File: config.mk
export PLATFORM = sky130hd
export DESIGN_NAME = fpu_pipe_scoreboard_flat
export DESIGN_NICKNAME = d
export VERILOG_FILES = /design/src/rtl/fpu_pipe_scoreboard_if.sv /design/src/rtl/fpu_pipe_scoreboard.sv /design/src/flat_wrapper.sv
export SDC_FILE = /design/constraint.sdc
export NUM_CORES = 1
export LEC_CHECK = 0
export CELL_PAD_IN_SITES_DETAIL_PLACEMENT = 1
export CELL_PAD_IN_SITES_GLOBAL_PLACEMENT = 1
export CORE_MARGIN = 5
export CORE_UTILIZATION = 41
export DETAILED_ROUTE_END_ITERATION = 10
export PLACE_DENSITY_LB_ADDON = 0.1
export SLEW_MARGIN = 0
export SYNTH_ARGS = -nofsm -noshare
export SYNTH_HDL_FRONTEND = slang
export SYNTH_SLANG_ARGS = --single-unit
File: constraint.sdc
create_clock -name clk -period 3.98 [get_ports clk]
set_input_delay 0.796 -clock clk [delete_from_list [all_inputs] [get_ports clk]]
set_output_delay 0.796 -clock clk [all_outputs]
set_load 0.1 [all_outputs]
File: src/rtl/fpu_pipe_scoreboard_if.sv
// Issue bus from decode and status/control returned by the FPU scoreboard.
interface fpu_pipe_scoreboard_if #(
    parameter int DEPTH = 5,
    parameter int NREG  = 32,
    parameter int RAW   = 5,
    parameter int LW    = 3
);
    logic            iss_valid;
    logic            iss_legal;
    logic            iss_wr;
    logic [RAW-1:0]  iss_rd;
    logic [RAW-1:0]  iss_rs1;
    logic [RAW-1:0]  iss_rs2;
    logic            iss_use1;
    logic            iss_use2;
    logic [LW-1:0]   iss_lat;
    logic            flush;
    logic            stall;
    logic [LW-1:0]   fwd1_sel;
    logic [LW-1:0]   fwd2_sel;
    logic            wb_valid;
    logic [RAW-1:0]  wb_rd;
    logic [NREG-1:0] pending;
    logic [LW-1:0]   occupancy;

    modport master (
        output iss_valid, iss_legal, iss_wr, iss_rd,
        output iss_rs1, iss_rs2, iss_use1, iss_use2,
        output iss_lat, flush,
        input  stall, fwd1_sel, fwd2_sel,
        input  wb_valid, wb_rd, pending, occupancy
    );

    modport slave (
        input  iss_valid, iss_legal, iss_wr, iss_rd,
        input  iss_rs1, iss_rs2, iss_use1, iss_use2,
        input  iss_lat, flush,
        output stall, fwd1_sel, fwd2_sel,
        output wb_valid, wb_rd, pending, occupancy
    );
endinterface

File: src/rtl/fpu_pipe_scoreboard.sv
// FPU issue scoreboard: per-op latency tracking, RAW stall,
// operand forwarding selects, write-back port and pending mask.
module fpu_pipe_scoreboard #(
    parameter int DEPTH = 5,
    parameter int NREG  = 32,
    parameter int RAW   = 5,
    parameter int LW    = 3
) (
    input logic                 clk,
    input logic                 rst_n,
    fpu_pipe_scoreboard_if.slave sb
);

    typedef struct packed {
        logic           v;
        logic           wr;
        logic [RAW-1:0] rd;
        logic [LW-1:0]  lat;
    } ent_t;

    ent_t st_q [1:DEPTH];
    ent_t st_d [1:DEPTH];

    logic [RAW-1:0] rs1_q, rs1_d;
    logic [RAW-1:0] rs2_q, rs2_d;
    logic           use1_q, use1_d;
    logic           use2_q, use2_d;

    logic            accept;
    logic            haz1, haz2;
    logic            stall_c;
    logic [LW-1:0]   lat_c;
    logic [LW-1:0]   fwd1_c, fwd2_c;
    logic [NREG-1:0] pend_c;
    logic [LW-1:0]   occ_c;

    always_comb begin
        lat_c = sb.iss_lat;
        if (sb.iss_lat == '0)
            lat_c = LW'(1);
        else if (sb.iss_lat > LW'(DEPTH))
            lat_c = LW'(DEPTH);
    end

    // Scan oldest to youngest so the youngest producer decides.
    always_comb begin
        haz1 = 1'b0;
        haz2 = 1'b0;
        for (int j = DEPTH; j >= 1; j--) begin
            if (st_q[j].v && st_q[j].wr) begin
                if (sb.iss_use1 && st_q[j].rd == sb.iss_rs1)
                    haz1 = (j + 1 < int'(st_q[j].lat));
                if (sb.iss_use2 && st_q[j].rd == sb.iss_rs2)
                    haz2 = (j + 1 < int'(st_q[j].lat));
            end
        end
    end

    assign stall_c = sb.iss_valid & sb.iss_legal & (haz1 | haz2);
    assign accept  = sb.iss_valid & ~stall_c;

    always_comb begin
        fwd1_c = '0;
        fwd2_c = '0;
        for (int k = DEPTH; k >= 2; k--) begin
            if (st_q[k].v && st_q[k].wr) begin
                if (use1_q && st_q[k].rd == rs1_q)
                    fwd1_c = LW'(k);
                if (use2_q && st_q[k].rd == rs2_q)
                    fwd2_c = LW'(k);
            end
        end
    end

    // Flush kills the issuing op and the two youngest in-flight entries.
    always_comb begin
        st_d[1] = '0;
        rs1_d   = '0;
        rs2_d   = '0;
        use1_d  = 1'b0;
        use2_d  = 1'b0;
        if (accept && !sb.flush) begin
            st_d[1].v   = sb.iss_legal;
            st_d[1].wr  = sb.iss_wr & sb.iss_legal;
            st_d[1].rd  = sb.iss_rd;
            st_d[1].lat = lat_c;
            if (sb.iss_legal) begin
                rs1_d  = sb.iss_rs1;
                rs2_d  = sb.iss_rs2;
                use1_d = sb.iss_use1;
                use2_d = sb.iss_use2;
            end
        end
        for (int k = 2; k <= DEPTH; k++) begin
            st_d[k] = st_q[k-1];
            if (sb.flush && k <= 3)
                st_d[k] = '0;
        end
    end

    always_ff @(posedge clk or negedge rst_n) begin
        if (!rst_n) begin
            for (int k = 1; k <= DEPTH; k++)
                st_q[k] <= '0;
            rs1_q  <= '0;
            rs2_q  <= '0;
            use1_q <= 1'b0;
            use2_q <= 1'b0;
        end else begin
            st_q   <= st_d;
            rs1_q  <= rs1_d;
            rs2_q  <= rs2_d;
            use1_q <= use1_d;
            use2_q <= use2_d;
        end
    end

    always_comb begin
        pend_c = '0;
        occ_c  = '0;
        for (int k = 1; k <= DEPTH; k++) begin
            if (st_q[k].v)
                occ_c = occ_c + LW'(1);
            if (st_q[k].v && st_q[k].wr)
                pend_c[st_q[k].rd] = 1'b1;
        end
    end

    assign sb.stall     = stall_c;
    assign sb.fwd1_sel  = fwd1_c;
    assign sb.fwd2_sel  = fwd2_c;
    assign sb.wb_valid  = st_q[DEPTH].v & st_q[DEPTH].wr;
    assign sb.wb_rd     = sb.wb_valid ? st_q[DEPTH].rd : '0;
    assign sb.pending   = pend_c;
    assign sb.occupancy = occ_c;

endmodule
File: src/flat_wrapper.sv
// flat-port wrapper written by rule: the top's interface ports become plain ports
module fpu_pipe_scoreboard_flat 
#(
    parameter int DEPTH = 5,
    parameter int NREG  = 32,
    parameter int RAW   = 5,
    parameter int LW    = 3
)
  (clk, rst_n, sb_iss_valid, sb_iss_legal, sb_iss_wr, sb_iss_rd, sb_iss_rs1, sb_iss_rs2, sb_iss_use1, sb_iss_use2, sb_iss_lat, sb_flush, sb_stall, sb_fwd1_sel, sb_fwd2_sel, sb_wb_valid, sb_wb_rd, sb_pending, sb_occupancy);
  fpu_pipe_scoreboard_if #(.DEPTH(DEPTH), .NREG(NREG), .RAW(RAW), .LW(LW)) sb_i ();
  input logic clk;
  input logic rst_n;
  input wire logic [$bits(sb_i.iss_valid)-1:0] sb_iss_valid;
  input wire logic [$bits(sb_i.iss_legal)-1:0] sb_iss_legal;
  input wire logic [$bits(sb_i.iss_wr)-1:0] sb_iss_wr;
  input wire logic [$bits(sb_i.iss_rd)-1:0] sb_iss_rd;
  input wire logic [$bits(sb_i.iss_rs1)-1:0] sb_iss_rs1;
  input wire logic [$bits(sb_i.iss_rs2)-1:0] sb_iss_rs2;
  input wire logic [$bits(sb_i.iss_use1)-1:0] sb_iss_use1;
  input wire logic [$bits(sb_i.iss_use2)-1:0] sb_iss_use2;
  input wire logic [$bits(sb_i.iss_lat)-1:0] sb_iss_lat;
  input wire logic [$bits(sb_i.flush)-1:0] sb_flush;
  output wire logic [$bits(sb_i.stall)-1:0] sb_stall;
  output wire logic [$bits(sb_i.fwd1_sel)-1:0] sb_fwd1_sel;
  output wire logic [$bits(sb_i.fwd2_sel)-1:0] sb_fwd2_sel;
  output wire logic [$bits(sb_i.wb_valid)-1:0] sb_wb_valid;
  output wire logic [$bits(sb_i.wb_rd)-1:0] sb_wb_rd;
  output wire logic [$bits(sb_i.pending)-1:0] sb_pending;
  output wire logic [$bits(sb_i.occupancy)-1:0] sb_occupancy;
  assign sb_i.iss_valid = sb_iss_valid;
  assign sb_i.iss_legal = sb_iss_legal;
  assign sb_i.iss_wr = sb_iss_wr;
  assign sb_i.iss_rd = sb_iss_rd;
  assign sb_i.iss_rs1 = sb_iss_rs1;
  assign sb_i.iss_rs2 = sb_iss_rs2;
  assign sb_i.iss_use1 = sb_iss_use1;
  assign sb_i.iss_use2 = sb_iss_use2;
  assign sb_i.iss_lat = sb_iss_lat;
  assign sb_i.flush = sb_flush;
  assign sb_stall = sb_i.stall;
  assign sb_fwd1_sel = sb_i.fwd1_sel;
  assign sb_fwd2_sel = sb_i.fwd2_sel;
  assign sb_wb_valid = sb_i.wb_valid;
  assign sb_wb_rd = sb_i.wb_rd;
  assign sb_pending = sb_i.pending;
  assign sb_occupancy = sb_i.occupancy;
  fpu_pipe_scoreboard #(.DEPTH(DEPTH), .NREG(NREG), .RAW(RAW), .LW(LW)) u_core (.clk(clk), .rst_n(rst_n), .sb(sb_i));
endmodule
# After elaboration in Yosys (flattened, before gate mapping)
# Cells that the tools add are included.
[totals] reg_bits=62 in_bits=26 elab_cells=174
[classes] addsub=4 order_cmp=16 eq_ne=18 muxes=70 bitwise=11 reduce_logical=31
[op_table] op="32-bit 2-to-1 mux" count=5
[op_table] op="32-bit OR" count=4
[op_table] op="5-bit == test" count=18
[op_table] op="3-bit 2-to-1 mux" count=22
[op_table] op="5-bit by 6-bit < comparator with 1-bit output, second input constant" count=5
[op_table] op="1-bit 2-to-1 mux" count=30
[op_table] op="10-bit 2-to-1 mux" count=3
[op_table] op="1-bit logical AND" count=29
[op_table] op="1-bit demux with 5-bit select" count=5
[op_table] op="5-bit by 1-bit >= comparator with 1-bit output, second input constant" count=5
[op_table] op="5-bit 2-to-1 mux" count=5
[op_table] op="3-bit by 1-bit adder with 3-bit output, second input constant" count=3
[op_table] op="3-bit < comparator, first input constant" count=3
[op_table] op="2-bit by 3-bit < comparator with 1-bit output, first input constant" count=2
[op_table] op="1-bit bitwise AND" count=5
[op_table] op="3-bit greater-than comparator, second input constant" count=1
[op_table] op="3-bit zero test" count=1
[op_table] op="1-bit by 1-bit adder with 2-bit output, second input constant" count=1
[op_table] op="1-bit zero test" count=1
[op_table] op="1-bit NOT" count=1
[op_table] op="1-bit OR" count=1

# Depth between registers and ports, before layout
# Gate-level depths: netlist (run 1).
[depth] ltp_word=18 mapped_depth=9

# Least setup slack after synthesis (run 1)
# Ideal clock, no wire load.
[synth_timing] path_type="register to output" from="reg u_core.st_q[9] (netlist bit)" to="out sb_fwd1_sel[0]" t_arrival_ns=3.896 t_required_ns=3.184 path_slack_ns=-0.712 path_stages_with_launch=7 path_cell_list="dfrtp_1 clkbuf_1 nand2_1 inv_1 nand4_1 nand2b_1 a21boi_0"
[synth_between] elab_chain_cells=8
[synth_lines] element="start: declaration" line_no="fpu_pipe_scoreboard.sv:21" rtl="ent_t st_q [1:DEPTH];"
[synth_lines] element="start signal: assignment" line_no="fpu_pipe_scoreboard.sv:110" rtl="st_q <= st_d;"
[synth_lines] element="1-bit logical AND *" line_no="fpu_pipe_scoreboard.sv:66" rtl="if (st_q[k].v && st_q[k].wr) begin"
[synth_lines] element="3-bit 2-to-1 mux *" line_no="fpu_pipe_scoreboard.sv:66"
[synth_lines] element="3-bit 2-to-1 mux" line_no="fpu_pipe_scoreboard.sv:67" rtl="if (use1_q && st_q[k].rd == rs1_q)"
[synth_lines] element="3-bit 2-to-1 mux *" line_no="fpu_pipe_scoreboard.sv:66"
[synth_lines] element="3-bit 2-to-1 mux" line_no="fpu_pipe_scoreboard.sv:67"
[synth_lines] element="3-bit 2-to-1 mux *" line_no="fpu_pipe_scoreboard.sv:66"
[synth_lines] element="3-bit 2-to-1 mux" line_no="fpu_pipe_scoreboard.sv:67"
[synth_lines] element="3-bit 2-to-1 mux *" line_no="fpu_pipe_scoreboard.sv:66"
[synth_lines] element="end: declaration" line_no="flat_wrapper.sv:24" rtl="output wire logic [$bits(sb_i.fwd1_sel)-1:0] sb_fwd1_sel;"
# Mark *: on every way between the ends. The rest lies on a longest branch, timed or not.

# Worst setup path in the final report (run 1)
[layout_timing] from="in sb_iss_rs2[4]" to="out sb_stall"
[layout_between] elab_chain_cells=14
[layout_lines] element="start: declaration" line_no="flat_wrapper.sv:18" rtl="input wire logic [$bits(sb_i.iss_rs2)-1:0] sb_iss_rs2;"
[layout_lines] element="5-bit == test" line_no="fpu_pipe_scoreboard.sv:53" rtl="if (sb.iss_use2 && st_q[j].rd == sb.iss_rs2)"
[layout_lines] element="1-bit logical AND" line_no="fpu_pipe_scoreboard.sv:53"
[layout_lines] element="1-bit 2-to-1 mux" line_no="fpu_pipe_scoreboard.sv:53"
[layout_lines] element="1-bit 2-to-1 mux" line_no="fpu_pipe_scoreboard.sv:50" rtl="if (st_q[j].v && st_q[j].wr) begin"
[layout_lines] element="1-bit 2-to-1 mux" line_no="fpu_pipe_scoreboard.sv:53"
[layout_lines] element="1-bit 2-to-1 mux" line_no="fpu_pipe_scoreboard.sv:50"
[layout_lines] element="1-bit 2-to-1 mux" line_no="fpu_pipe_scoreboard.sv:53"
[layout_lines] element="1-bit 2-to-1 mux" line_no="fpu_pipe_scoreboard.sv:50"
[layout_lines] element="1-bit 2-to-1 mux" line_no="fpu_pipe_scoreboard.sv:53"
[layout_lines] element="1-bit 2-to-1 mux" line_no="fpu_pipe_scoreboard.sv:50"
[layout_lines] element="1-bit 2-to-1 mux" line_no="fpu_pipe_scoreboard.sv:53"
[layout_lines] element="1-bit 2-to-1 mux *" line_no="fpu_pipe_scoreboard.sv:50"
[layout_lines] element="1-bit OR *" line_no="fpu_pipe_scoreboard.sv:59" rtl="assign stall_c = sb.iss_valid & sb.iss_legal & (haz1 | haz2);"
[layout_lines] element="1-bit bitwise AND *" line_no="fpu_pipe_scoreboard.sv:59"
[layout_lines] element="end: declaration" line_no="flat_wrapper.sv:23" rtl="output wire logic [$bits(sb_i.stall)-1:0] sb_stall;"
# Marks and branches as above.

==> results of run 1 <==
## Yosys cell counts (10+ instances only)
cell type / number
dfrtp_1: 62
xor2_1: 60
nor2_1: 49
nand2_1: 38
xnor2_1: 36
a22oi_1: 32
nand3_1: 32
clkbuf_1: 26
nor2b_1: 18
nor3b_1: 18
nand4_1: 17
o22ai_1: 17
nand3b_1: 16
nor4b_1: 15
o221ai_1: 15
buf_2: 14
nor3_1: 14
nor4_1: 13
inv_1: 12
and3_1: 10
## metal layers
layer,up-vias,share of wire,GRT usage
li1,2176,-,-
met1,2502,0.38,0.3252
met2,270,0.48,0.4892
met3,90,0.071,0.06113
met4,0,0.061,0.1793
met5,-,0,0
## power breakdown
group | internal [mW] | switching (mW)
clock network | 0.562 | 0.289
registers | 0.645 | 0.0348
logic | 0.0816 | 0.116
total | 1.29 | 0.440
## final timing paths
| kind | slack (ps) | start | to |
|---|---|---|---|
| max in group asynchronous | 2740 | rst_n | u_core.rs2_q[1] |
| setup / recovery | 110 | sb_iss_rs2[4] | sb_stall |
| setup reg to reg | 940 | u_core.st_d[15] | u_core.rs2_q[3] |
| min in group asynchronous | 480 | rst_n | u_core.st_q[2] |
| hold / removal | 370 | u_core.st_d[12] | u_core.st_d[2] |
| hold reg to reg | 370 | u_core.st_d[12] | u_core.st_d[2] |
## flip-flops by register name, summed over array words and instances (netlist names)
register	cells
u_core.rs1_q	5
u_core.st_d	20
u_core.rs2_q	5
u_core.use1_q	1
u_core.use2_q	1
u_core.st_q	30
## through the flow
step / utilization / instances / power (mW) / cell area [um2] / setup TNS (ps)
3_3_place_gp: 0.4902 / 763 / 0.8727 / 5622 / 0
3_5_place_dp: 0.4902 / 763 / 0.8792 / 5622 / 0
6_report: 0.5205 / 778 / 1.728 / 5968 / 0
4_1_cts: 0.5189 / 778 / 1.737 / 5951 / 0
2_1_floorplan: - / 572 / 0.7890 / 4848 / -533.6
5_1_grt: 0.5205 / 778 / 1.783 / 5968 / 0
## cell type report
| class | count | area [um2] |
|---|---|---|
| multi-input combinational | 451 | 3069 |
| fill | 1337 | 5499 |
| inverter | 12 | 45.04 |
| timing repair buffer | 95 | 800.8 |
| tap | 143 | 178.9 |
| sequential | 62 | 1551 |
| clock buffer | 10 | 239.0 |
| clock inverter | 5 | 83.83 |
## cell families after synthesis
| logic type | share of synthesized area |
|---|---|
| AO/OA/AOI/OAI | 0.1388 |
| XOR/XNOR | 0.1740 |
| adder cells (fa/ha/maj) | 0.01036 |
| buffers and inverters | 0.05100 |
| flip-flops | 0.3210 |
| multiplexers | 0.004659 |
| AND/OR/NAND/NOR | 0.3003 |
## worst max-delay path, cell delays in order
cell and delay [ps]:
clkdlybuf4s50_1 610, xor2_1 210, nor4_2 90, and4_1 200
or4_1 540, and2_1 180, o211a_1 260, buf_12 170
==> impl_results.md, run 1 <==
* Status: complete, no violations
* Routed Antenna Nets at 0
* Most frequent cells in the layout: buf_4 (68), dfrtp_1 (62), xor2_1 (60)
* DR vias/cell at about 6.5
* IO Port Bufs at between 70 and 80
* Worst Setup Start Kind: primary input
* CP Class: in2out
* Post_cts resized at 1
* Ys Warns at 0
* DP HPWL at around 15 mm
* Num CTS Buffers at 9
* Routed wire length per instance at between 20 and 30 um
* Sequential area share after synthesis at 0.3210
* Commonest non-fill, non-tap cell in the layout: buf_4
* RSZ-0062 raised after global routing: false
* Die ar. at roughly 14000 um2
* Synthesized area at between 4000 and 5000 um2
* Top cell type's share of synthesized area at 0.3210
* H-tree levels at 3
* Initial antenna violation count at 0
* Aggregate global routing overflow at 0
* Synth Flop Type: dfrtp_1
* PD cells at 289.5 nW/um2
* Initial Util at 0.4215
* # hold bufs at CTS at 0
* Leading area contributor after synthesis: dfrtp_1
* Worst Reg-to-Reg Cells at 7
* GPL Wtd Cong at 0.9616
* Final count of negative-setup-slack endpoints at 0
* Final Hold Viols at 0
* Leak pwr at approximately 2.7 nW
* Final period util at 0.9713
* Final WL at roughly 21 mm
* Worst hold path type: reg2reg
* CTS sink count at 62
* Total track usage at 0.2868
* Synth Net Count at approximately 600
* Drt first pass iters at 5
* Antenna Cells at 0
* Post-synth EDFFs at 0
* WP data arrival at 3070 ps
* Final clock skew at roughly 6.4 ps
* Synth cell types at 42
* Largest net degree at the start of global routing at 31
* Final WS setup at about 110 ps
* Syn Area/Cell at 8.450 um2
* Num rows at 39
* Skew-Pair Late Insertion Delay at 330 ps
* First-pass GRT wire length at about 31 mm
* Clk root buf: clkbuf_16
* Synth Register Bits at just over 60
* Number of global-route vias before repair at around 5500
* Slew margin rel. at 0.4401
* CTS tree: yes
* Hold depth at 0
* DRC viols at 0
* Cell count after synthesis at 572
* Worst-Margin Slew at around 840 ps
* Asr flop ratio synth at 1.000
* Hold slack at 371.8 ps
* Clock Pin Slew Worst Setup and Hold Paths at roughly 50 ps
* Core Area at 11470 um2
* Ranking of synthesized cells by area: dfrtp_1 (32%), xor2_1 (11%), xnor2_1 (6.5%)
* Number of max-cap violations at 0
* Area Overhead vs Synth at 23.48%
* Worst Setup End Kind: output port
* Die X at approximately 120 um
* Peak supply drop at roughly 0.31 mV
* Die H at 118.6 um
* Via count at roughly 5000
* Place WS at 53.21 ps
* Final net count at approximately 660
* Final max-slew violation count at 0
* Fmax at ~260 MHz
* CP max FO at 5
* CTS Buffer Depth at 2
* Minimum clock period at between 3000 and 4000 ps
* Worst Path Required at about 3200 ps
* Layout cells sized above 1 at 0.1559
* Iter 0 DRT Violations at roughly 350
* Post-CTS Setup Bufs at 0
* Top Ports at 74
No activity file was read; power rests on OpenSTA's default activity.
==> run 2: changes to the inputs <==
--- a/config.mk
+++ b/config.mk
@@ -10,7 +10,7 @@
 export CORE_MARGIN = 5
 export CORE_UTILIZATION = 41
 export DETAILED_ROUTE_END_ITERATION = 10
-export PLACE_DENSITY_LB_ADDON = 0.1
+export PLACE_DENSITY = 0.83
 export SLEW_MARGIN = 0
 export SYNTH_ARGS = -nofsm -noshare
 export SYNTH_HDL_FRONTEND = slang
==> run 2 against run 1 <==
Global-route usage is 0.26 points lower. Critical path depth stayed put. Sequential power hardly changed. First-iteration DRC count is 31% higher. Final area is 1.1% lower. Non-clock buffer count is 4 lower. Clock-buffer cell count is 4 higher. Clock power is 9.5% lower. Via count is 0.32% lower. Sequential cell count stayed put. Total power is 5.2% lower.
==> impl_results.md, run 2 (synthesized netlist as in run 1, its figures left out) <==
* Inst Count DP at around 760
* Minimum clock period at 3930 ps
* Largest register FFs at 30
* Initial Util at 0.4215
* Power consumption at ~1.6 mW
* PD cells at about 280 nW/um2
* Aggregate global routing overflow at 0
* Final std cell area, no fill at around 6000 um2
* Die ar. at between 10000 and 15000 um2
* DRC viols at 0
* Fmax at approximately 250 MHz
* CP Class: in2out
* Status: complete, no violations
* Worst Setup End Kind: output port
* Post_cts resized at 0
* GPL Wtd Cong at roughly 0.93
* CP max FO at 3
* Final clock skew at around 3.9 ps
* Top reg by flops: u_core.st_q
* Leak pwr at approximately 2.7 nW
* Worst hold path type: reg2reg
* Core Area at ~11000 um2
* Area Overhead vs Synth at 22.16%
* CTS sink count at 62
* Initial antenna violation count at 0
* Total track usage at 0.2842
* WL met1 at just under 8 mm
* Num CTS Buffers at 9
* IO Port Bufs at 73
* Most frequent cells in the layout: buf_4 (64), dfrtp_1 (62), xor2_1 (60)
* Final WS setup at 49.91 ps
* Die H at 118.6 um
* Util after Layout at 0.5149
* Final count of negative-setup-slack endpoints at 0
* Number of max-cap violations at 0
* # hold bufs at CTS at 0
* CTS Buffer Depth at 2
* Num rows at 39
* Peak supply drop at roughly 0.29 mV
* Fillers at 1332
* H-tree levels at 3
* Die X at between 100 and 150 um
* RSZ-0062 raised after global routing: false
* Worst-Margin Slew at a little over 900 ps
* Multi-input logic area at a little over 3000 um2
* Layout cells sized above 1 at 0.1487
* Clk root buf: clkbuf_16
* DP HPWL at 14.60 mm
* Slew margin rel. at 0.3779
* Routed wire length per instance at ~26 um
* Post-CTS Setup Bufs at 0
* DR vias/cell at approximately 6.5
* Max layer used: met4
* CTS tree: yes
* Number of global-route vias before repair at 5501
* Skew-Pair Late Insertion Delay at ~330 ps
* Final max-slew violation count at 0
* Routed Antenna Nets at 0
* Place WS at around 90 ps
* WL met3 at around 1.5 mm
* Final net count at 657
* Dpl cell area at between 5000 and 6000 um2
* Iter 0 DRT Violations at around 460
* Worst Setup Start Kind: primary input
* WP data arrival at about 3100 ps
* Final WL at 20.19 mm
* Non-Filler Instances at about 780
* Storage element area at roughly 1600 um2
* Worst Path Required at about 3200 ps
* Antenna Cells at 0
* Commonest non-fill, non-tap cell in the layout: buf_4
* Final period util at 0.9875
* Largest net degree at the start of global routing at 41
* Met2 routed WL at 9.546 mm
* Final Hold Viols at 0
* Top Ports at between 70 and 80
* Drt first pass iters at 5
* Via count at about 5000
* First-pass GRT wire length at 31.26 mm
* Clock Pin Slew Worst Setup and Hold Paths at 50 ps
run 2: cell count changes in the layout (fill, tap and decap cells not counted):
cell             change
nor4b_1              -1
clkinv_4             -1
clkdlybuf4s50_1      +2
bufinv_16            -2
nor4b_2              +1
clkinv_2             +1
clkbuf_8             +4
dlymetal6s2s_1       -2
nor4_1               +3
buf_4                -4
nor4_2               -3
clkinvlp_4           -1
run 2: routing by layer:
layer,up-vias,GRT usage
met1,2447,0.3320
met2,305,0.4713
met3,107,0.06017
met5,-,0
li1,2163,-
met4,0,0.1821
run 2: path summary, 6_finish.rpt:
path                            slack, ps  cells past startpoint      startpoint               to
max in group asynchronous            2550                      2           rst_n   u_core.st_q[2]
worst min-delay path                  360                      0  u_core.st_d[0]   u_core.st_q[0]
worst max-delay path                   50                      8   sb_iss_rs2[2]         sb_stall
worst min register to register        360                      0  u_core.st_d[0]   u_core.st_q[0]
min in group asynchronous             590                      1           rst_n  u_core.rs1_q[3]
worst max register to register        930                      7  u_core.st_d[5]  u_core.rs2_q[4]
run 2: stage by stage:
| step | TNS (ps) | hold slack [ps] |
|---|---|---|
| 2_1_floorplan | -533.6 | 331.2 |
| 3_3_place_gp | 0 | 334.5 |
| 3_5_place_dp | 0 | 337.1 |
| 4_1_cts | 0 | 361.0 |
| 5_1_grt | 0 | 375.1 |
| 6_report | 0 | 355.8 |
run 2: power by group:
part	total (mW)	leakage (nW)	internal [mW]	switching, mW
sequential	0.681	0.852	0.645	0.0358
clock	0.770	0.151	0.504	0.266
combinational	0.187	1.65	0.0804	0.107
run 2: final cells by class:
class                           instances  share of cell area
Tap cell                              143             0.03030
Inverter                               12            0.007629
Multi-Input combinational cell        451              0.5177
Clock buffer                           14             0.04980
Timing Repair Buffer                   91              0.1297
Sequential cell                        62              0.2628
Clock inverter                          2            0.002119
run 2: critical path, cell delays in order:
cell	delay (ps)
clkdlybuf4s50_1	550
xor2_1	240
nor4_1	120
and4_1	220
or4_1	580
and2_1	190
o211a_1	260
buf_12	170
==> run 3: changes to the inputs <==
==> constraint.sdc (replaced) <==
create_clock -name clk -period 3.98 [get_ports clk]
set_input_delay 0.796 -clock clk [delete_from_list [all_inputs] [get_ports clk]]
set_output_delay 0.796 -clock clk [all_outputs]
set_load 0.01 [all_outputs]
==> run 3 against run 2 <==
Hold slack improved by 18 ps. Utilization up 2.5 points. First-iteration DRC count up 23%. Cell count up 2.2%. Register-to-register slack worse by 90 ps. Combinational power rose by 4%. Clock-buffer cell count fell by 4. Die area is the same. Routed wire length increased by 10%. Critical path depth did not move.
==> impl_results.md, run 3 (synthesized netlist as in run 1, its figures left out) <==
* Status: complete, no violations
* Antenna Cells at 0
* Initial antenna violation count at 0
* Place WS at -182.6 ps
* Slew margin rel. at 0.4358
* Worst Path Required at about 3200 ps
* Area Overhead vs Synth at 28.01%
* Largest net degree at the start of global routing at 35
* Num CTS Buffers at 9
* PD cells at about 280 nW/um2
* CTS sink count at 62
* Skew-Pair Late Insertion Delay at 340 ps
* Commonest non-fill, non-tap cell in the layout: dfrtp_1
* Number of global-route vias before repair at between 5000 and 6000
* Layout cells sized above 1 at 0.1079
* Hold EP: u_core.st_q[0]
* Peak supply drop at approximately 0.42 mV
* CTS tree: yes
* Total track usage at 0.3113
* CTS Buffer Depth at 2
* Worst Setup Start Kind: flop
* IO Port Bufs at 73
* Die H at ~120 um
* CP max FO at 4
* Inst Count DP at 773
* RSZ-0062 raised after global routing: false
* Core Area at approximately 11000 um2
* Num rows at 39
* Die ar. at 14060 um2
* Die X at between 100 and 150 um
* Number of max-cap violations at 0
* Fmax at ~270 MHz
* Storage element area at between 1500 and 2000 um2
* # hold bufs at CTS at 0
* Worst Reg-to-Reg Cells at 7
* Final WS setup at around 220 ps
* Aggregate global routing overflow at 0
* Final Hold Viols at 0
* Most frequent cells in the layout: dfrtp_1 (61), clkdlybuf4s50_1 (60), xor2_1 (58)
* Routed wire length per instance at 28.06 um
* Top Ports at 74
* Minimum clock period at between 3000 and 4000 ps
* Final period util at 0.9436
* Fin Setup TNS at 0 ps
* Multi-input logic area at 3094 um2
* CP Class: reg2out
* Final max-slew violation count at 0
* DRC viols at 0
* Initial Util at 0.4215
* Worst Setup End Kind: output port
* Crit Reg-Reg Startpoint: u_core.st_d[15]
* Non-Filler Instances at just under 800
* Largest register FFs at 30
* Final clock skew at approximately 8.5 ps
* Hold depth at 0
* Worst-Margin Slew at between 800 and 900 ps
* Routed Antenna Nets at 0
* Final count of negative-setup-slack endpoints at 0
* FF-to-FF End: u_core.rs2_q[2]
* Fillers at 1327
* Leak pwr at about 2.7 nW
* Final WL at 22.23 mm
* Worst hold path type: reg2reg
* Final net count at just under 700
* Iter 0 DRT Violations at between 500 and 600
* WP data arrival at between 2000 and 3000 ps
* Drt first pass iters at 5
* Hold Crit Start: u_core.st_d[0]
* Clk root buf: clkbuf_16
* DR vias/cell at ~6.6
* DP HPWL at between 15 and 20 mm
* Via count at between 5000 and 6000
* Clock Pin Slew Worst Setup and Hold Paths at around 60 ps
* GPL Wtd Cong at approximately 0.98
* R2R setup slack at 840 ps
* H-tree levels at 3
* First-pass GRT wire length at about 34 mm
* Top reg by flops: u_core.st_q
run 3: repair_timing:
| action | 4_1_cts | 5_1_grt |
|---|---|---|
| endpoints found under the setup margin | 1 | 3 |
| gates cloned | 0 | 0 |
| resized for setup | 17 | 7 |
| buffers inserted | 2 | 1 |
| pin swaps | 2 | 4 |
run 3: cell type report:
cell class              count  share of cell area
flip-flops and latches     62              0.2510
multi-input cells         451              0.5001
clock buffers              10             0.03862
clock inverters             6             0.01496
inverters                  12            0.007280
repair buffers            108              0.1592
well taps                 143             0.02892
run 3: where the power goes:
group	internal (mW)	switching [mW]
Combinational	0.0840	0.111
Clock	0.568	0.303
Sequential	0.645	0.0341
run 3: critical path: stages (launching register included):
cell and delay (ps):
dfrtp_1 410, inv_1 90, ha_1 350, xor2_2 170, ha_1 280, mux2_2 280
ha_1 290, mux2_2 270, clkdlybuf4s50_1 480
run 3: metal layers:
layer,global-route usage,wire length [um],part of all wire
met5,0,0,0
met1,0.3679,8308,0.37
met3,0.05922,1764,0.079
met4,0.1694,1328,0.060
met2,0.5311,10830,0.49
run 3: worst max path at each step:
stage / end / slack, ps / start / depth (start not counted)
after global placement: sb_stall / -80 / sb_iss_rs2[2] / 8
after global routing: sb_occupancy[1] / 120 / u_core.st_q[49] / 8
after detailed placement: sb_stall / -180 / sb_iss_rs2[2] / 8
after CTS: sb_occupancy[2] / 10 / u_core.st_q[49] / 10
final: sb_occupancy[1] / 220 / u_core.st_q[39] / 8
after floorplan: sb_stall / 640 / sb_iss_rs2[2] / 9
run 3: stage by stage:
stage / power, mW / util / area (um2) / hold WS (ps)
after global routing: 1.796 / 0.5396 / 6187 / 390.0
after CTS: 1.743 / 0.5367 / 6155 / 380.7
after global placement: 0.8613 / 0.5038 / 5777 / 333.8
after floorplan: 0.7774 / - / 4833 / 331.2
final: 1.745 / 0.5396 / 6187 / 373.3
after detailed placement: 0.8731 / 0.5038 / 5777 / 360.4
